## src/rtl/ip_mul_responder.sv

```systemverilog
// IP-side multiply responder under the bus wrapper.
// Iterative shift-add multiply of the two operand halves.
module ip_mul_responder #(
  parameter int DATA_W = 32
) (
  input  logic              clk,
  input  logic              rst,
  input  logic              write,
  input  logic [DATA_W-1:0] IPdata_in,
  output logic [DATA_W-1:0] IPdata_out,
  output logic              ready,
  output logic              busy,
  output logic              overrun
);

  localparam int HALF = DATA_W / 2;
  localparam int CW   = (HALF > 1) ? $clog2(HALF) : 1;
  localparam logic [CW-1:0] LAST = CW'(HALF - 1);

  typedef enum logic [1:0] {
    IDLE = 2'd0,
    BUSY = 2'd1,
    DONE = 2'd2
  } state_t;

  state_t            state;
  logic [DATA_W-1:0] acc;
  logic [DATA_W-1:0] mcand;
  logic [HALF-1:0]   mplier;
  logic [CW-1:0]     cnt;
  logic [DATA_W-1:0] addend;
  logic [DATA_W-1:0] acc_nxt;

  // Partial product for the current multiplier bit.
  always_comb begin
    addend  = '0;
    if (mplier[0]) addend = mcand;
    acc_nxt = acc + addend;
  end

  // Control FSM with the datapath registers and registered outputs.
  always_ff @(posedge clk) begin
    if (rst) begin
      state      <= IDLE;
      acc        <= '0;
      mcand      <= '0;
      mplier     <= '0;
      cnt        <= '0;
      IPdata_out <= '0;
      ready      <= 1'b0;
      busy       <= 1'b0;
      overrun    <= 1'b0;
    end else begin
      unique case (state)
        IDLE, DONE: begin
          if (write) begin
            mcand   <= {{HALF{1'b0}}, IPdata_in[DATA_W-1:HALF]};
            mplier  <= IPdata_in[HALF-1:0];
            acc     <= '0;
            cnt     <= '0;
            busy    <= 1'b1;
            ready   <= 1'b0;
            overrun <= 1'b0;
            state   <= BUSY;
          end
        end
        BUSY: begin
          if (write) overrun <= 1'b1;
          acc    <= acc_nxt;
          mcand  <= mcand << 1;
          mplier <= mplier >> 1;
          cnt    <= cnt + 1'b1;
          if (cnt == LAST) begin
            IPdata_out <= acc_nxt;
            ready      <= 1'b1;
            busy       <= 1'b0;
            state      <= DONE;
          end
        end
        default: state <= IDLE;
      endcase
    end
  end

endmodule
```

## config.mk

```make
export PLATFORM = sky130hd
export DESIGN_NAME = ip_mul_responder
export DESIGN_NICKNAME = d
export VERILOG_FILES = /design/src/rtl/ip_mul_responder.sv
export SDC_FILE = /design/constraint.sdc
export NUM_CORES = 1
export LEC_CHECK = 0
export CORE_MARGIN = 4
export CORE_UTILIZATION = 45
export CTS_CLUSTER_DIAMETER = 120
export CTS_CLUSTER_SIZE = 14
export DETAILED_ROUTE_END_ITERATION = 8
export MAX_ROUTING_LAYER = met4
export PLACE_DENSITY_LB_ADDON = 0.25
export SLEW_MARGIN = 10
export SYNTH_ARGS = -nofsm -noshare
export SYNTH_HDL_FRONTEND = slang
export SYNTH_SLANG_ARGS = --single-unit
```

## constraint.sdc

```tcl
create_clock -name clk -period 8.6 [get_ports clk]
set_input_delay 1.72 -clock clk [delete_from_list [all_inputs] [get_ports clk]]
set_output_delay 1.72 -clock clk [all_outputs]
set_load 0.02 [all_outputs]
```

After elaboration in Yosys (flattened, before gate mapping)
Cells that the tools add are included.
{ "word_totals": {"reg_bits": 121, "latchBits": 0, "ramBits": 0, "mem_bits_ro": 0, "output_inout_bits": 35, "elab_cells": 44, "mem_count": 0} }
{ "op_classes": {"addsub": 2, "n_mul": 0, "n_div": 0, "n_lt_le_gt_ge": 0, "n_eq_ne": 6, "n_shift": 0, "n_mux": 19, "bitwise": 0, "n_reduce_logical": 8} }
{ "ops": {"columns": ["operator", "n"], "rows": [
  ["32-bit case mux with 2 select lines", 2],
  ["32-bit two-way mux", 3],
  ["32-bit adder", 1],
  ["16-bit case mux with 2 select lines", 1],
  ["16-bit two-way mux", 1],
  ["4-bit case mux with 2 select lines", 1],
  ["2-bit inequality test, second input constant", 3],
  ["1-bit case mux with 2 select lines", 3],
  ["2-bit AND reduction", 3],
  ["3-bit AND reduction", 2],
  ["4-bit by 1-bit adder with 4-bit output, second input constant", 1],
  ["4-bit == test, second input constant", 1],
  ["1-bit two-way mux", 4],
  ["2-bit two-way mux", 2],
  ["4-bit two-way mux", 1],
  ["2-bit case mux with 2 select lines", 1],
  ["2-bit by 1-bit == test with 1-bit output, second input constant", 1],
  ["2-bit == test, second input constant", 1],
  ["2-bit logical NOT", 1],
  ["2-bit nonzero test", 1],
  ["2-bit OR reduction", 1]
]} }

Logic depth before layout (Yosys ltp)
{ "logic_depth": {"ltp_word": 4, "ltp_mapped": 11, "mapped_depth_nobuf": 10} }

Worst setup path after synthesis
Ideal clock, no wire load.
{ "synth_path": {"kind": "input to register", "startpoint": "input write", "endpoint": "register mcand[10]", "arrival_time_ns": 2.725, "path_slack_ns": 5.797, "stages": 7, "cell_sequence": "nand2b_1 > clkbuf_1 > nand2_1 > clkbuf_1 > clkbuf_1 > nor2_1 > nor3_1"} }
{ "synth_via": {"elab_chain_cells": 2} }
{ "synth_rtl": {"columns": ["item", "line", "rtl"], "rows": [
  ["start: declaration", "8", "input logic write,"],
  ["2-bit inequality test (no line)", null, null],
  ["2-bit AND reduction (no line)", null, null],
  ["end signal: assignment", "57", "mcand <= {{HALF{1'b0}}, IPdata_in[DATA_W-1:HALF]};"],
  ["end signal: assignment", "70", "mcand <= mcand << 1;"],
  ["end: declaration", "28", "logic [DATA_W-1:0] mcand;"]
]} }
No other way between the ends.
A chain may end at the register's enable or synchronous reset.

Worst setup path in the final report
{ "layout_path": {"startpoint": "register mplier[0]", "endpoint": "register IPdata_out[31]"} }
{ "layout_via": {"elab_chain_cells": 2} }
{ "layout_rtl": {"columns": ["item", "line", "rtl"], "rows": [
  ["start: declaration", "29", "logic [HALF-1:0] mplier;"],
  ["start signal: assignment", "58", "mplier <= IPdata_in[HALF-1:0];"],
  ["start signal: assignment", "71", "mplier <= mplier >> 1;"],
  ["32-bit two-way mux", "37", "if (mplier[0]) addend = mcand;"],
  ["32-bit adder", "38", "acc_nxt = acc + addend;"],
  ["end signal: assignment", "74", "IPdata_out <= acc_nxt;"],
  ["end: declaration", "10", "output logic [DATA_W-1:0] IPdata_out,"]
]} }
No other way between the ends.

==> reports/metrics.csv <==
stage;metric;value;unit
outcome;status;finished clean;
timing;TNS Setup;0;ns
synthesis;Main synth FF type;dfxtp_1;
timing;Fmax achieved;0.258;GHz
global_route;initial antenna violation count;0;
synthesis;Synth top area share;37.9;%
synthesis;Post-synth EDFFs;0;
synthesis;synth warn;0;
cells_and_area;synth-to-layout area growth;21.0;%
power;P_leak;3.03;nW
clock_tree;Post-CTS Hold Buffers;0;
timing;final setup violation count;0;
setup_path;crit path kind;reg2reg;
clock_tree;# Post-CTS Setup Buffers;0;
route;final wirelength;16.7;mm
synthesis;Avg Inst Size Synth;8.24;µm²
route;Highest Signal Layer;met4;
global_route;global route total overflow;0;
setup_path;Crit. End Element;flop;
route;routed len/inst;16.6;µm
route;Via density;5.82;
cells_and_area;Diodes inserted;0;
die;Die Area;16200;µm²
synthesis;Mapped Area;6390;µm²
cells_and_area;share of layout cells above drive strength 1;6.75;%
synthesis;syn nets;844;
synthesis;post-synthesis mux area share;0.509;%
route;met2 wire length;7.61;mm
route;met1 WL;7.83;mm
global_route;largest net degree at the start of global routing;87;
synthesis;Synth Area in Compound Gates;25.1;%
placed_design;IO Port Bufs;69;
timing;final period utilization;45.0;%
cells_and_area;final core utilization;55.7;%
timing;Slew HR;24.4;%
power;worst vdd ir;0.131;mV
synthesis;count of cell types in the netlist;68;
route;iteration-0 DRC count of the detailed router;459;
die;die height;127;µm
clock_tree;clock-pin slew of the registers on the worst-case setup and hold paths;0.05;ns
global_route;first-pass GRT wire length;27.4;mm
synthesis;largest family of logic cells by synthesized area;compound AO/OA/AOI/OAI gates;
timing;Tmin final;3.87;ns
clock_tree;clock sink total;121;
timing;unrepaired setup endpoints after global routing;no;
cells_and_area;NumNets Final;887;
timing;worst-margin pin slew;1.13;ns
synthesis;Post-synth top cells;dfxtp_1, nor2_1, nand2_1;
placed_design;Cell Area, Placed;7120;µm²
synthesis;top-count cell post-synth;dfxtp_1;
clock_tree;# resized after CTS;0;
hold_path;Hold Path Class;reg2reg;
die;Rows;43;
synthesis;Syn Inst Count;776;
die;core area;13900;µm²
global_route;vias in the first global route;5599;
synthesis;largest cells by area after synthesis;dfxtp_1, ha_1, nor2_1;
route;remaining antenna violation count;0;
cells_and_area;final std cells w/o fill;1010;
clock_tree;Max clock buf depth;2;
setup_path;CP Data Required Time;8.93;ns
cells_and_area;post-route cell area;7730;µm²
power;Cell Pwr Density;188;nW/µm²
synthesis;Post-synth ARST share;0;%
clock_tree;CTS buffer count;17;
timing;Pins Over Slew Limit;0;
die;# IOs;70;
synthesis;Seq/Total Area, Yosys;37.9;%
placed_design;Inst Count DP;980;
clock_tree;root buf cell;clkbuf_16;
cells_and_area;fillers;1297;
timing;Worst Skew;0.00959;ns
route;DR pass1 iterations;5;
die;Die Width;127;µm
route;DRC;0;
timing;final-report hold violation count;0;
synthesis;Synth Area in Simple Gates;22.5;%
synthesis;Adder-Cell Fraction of Synth Area;6.58;%
die;Initial Util;46.1;%
job;Max-cap violations;0;
synthesis;area leader, netlist;dfxtp_1;
setup_path;CP Max Fanout;33;
clock_tree;TritonCTS clock tree;yes;
clock_tree;H-Tree Depth;4;
route;met3 routed WL;1.01;mm
placed_design;HPWL after DPL;11.6;mm
route;total number of vias;5883;
clock_tree;Skew-Pair Late Insertion Delay;0.42;ns
global_route;Total GRT Usage;21.3;%
synthesis;Post-Synth XOR/XNOR Area;2.88;%
synthesis;flops & latches, synth;121;
timing;Hold WS;0.448;ns
setup_path;Startpoint Class;flop;
setup_path;Critical Path AT;4.20;ns
placed_design;gp weighted congestion;0.970;
[metrics by stage]
step / total power [W] / worst slack (ns)
after CTS: 0.00146 / 4.78
final: 0.00145 / 4.73
after global routing: 0.00150 / 4.47
after detailed placement: 0.000716 / 4.72
after floorplan: 0.000678 / 5.80
after global placement: 0.000713 / 4.73
[area by class of cell]
type	instances	area [µm²]	share of cell area, %
clock buffers	23	468	6.05
clock inverters	7	143	1.84
inverters	12	45.0	0.582
multi-input cells	591	3690	47.7
flip-flops and latches	121	2420	31.3
well taps	180	225	2.91
repair buffers	76	741	9.58
[worst max-delay path, stage by stage, from the launching register on]
cell      delay [ns]
dfxtp_1         0.91
and2_1          0.24
ha_1            0.31
a21oi_1         0.21
o21ai_0         0.17
a221oi_1        0.41
nand3_1         0.29
o31ai_1         0.57
mux2_2          0.41
a311oi_1        0.25
[cell usage in the layout, fill, tap and decap left out, drive strengths merged, types with 8 or more instances in the layout]
cell and n:
ha 32, clkbuf 23, a22o 10, o21bai 8, and2 34, a21oi 54, nor2 100, nand3 14
nor3 39, clkdlybuf4s50 68, a21o 17, o22ai 28, nand4 12, dfxtp 121, xnor2 12, o21ai 26
xor2 9, a22oi 31, a211oi 8, nand2 74, inv 12, buf 8
[logic make-up (layout without fill, tap and decap cells)]
family                   count (synthesis)  count (layout)
buffers and inverters                   64             118
multiplexers                             3               3
AO/OA/AOI/OAI                          230             230
XOR/XNOR                                21              21
adder cells (fa/ha/maj)                 33              33
flip-flops                             121             121
AND/OR/NAND/NOR                        304             304
[registers in the layout, indices dropped and copies added (netlist names)]
register	cells
IPdata_out	32
acc	32
mcand	32
mplier	16
cnt	4
state	2
busy	1
overrun	1
ready	1
[routing by layer]
layer,track usage (%),vias up
li1,-,2904
met1,27.7,2763
met2,32.1,189
met3,5.18,27
met4,8.01,0
met5,-,-
[worst paths after layout]
path,cells past startpoint,end,slack [ns],start
worst min register to register,2,IPdata_out[7]$_SDFFE_PP0P_,0.45,IPdata_out[7]$_SDFFE_PP0P_
worst min-delay path,2,IPdata_out[7]$_SDFFE_PP0P_,0.45,IPdata_out[7]$_SDFFE_PP0P_
worst max-delay path,9,IPdata_out[31]$_SDFFE_PP0P_,4.73,mplier[0]$_SDFFE_PP0P_
worst max register to register,9,IPdata_out[31]$_SDFFE_PP0P_,4.73,mplier[0]$_SDFFE_PP0P_
[report_power, final]
part | switching (W) | internal [W] | total [W] | leakage, nW
sequential | 0.0000154 | 0.000580 | 0.000595 | 0.983
clock | 0.000250 | 0.000497 | 0.000747 | 0.297
combinational | 0.0000658 | 0.0000450 | 0.000111 | 1.75
No activity file was read; power rests on OpenSTA's default activity.
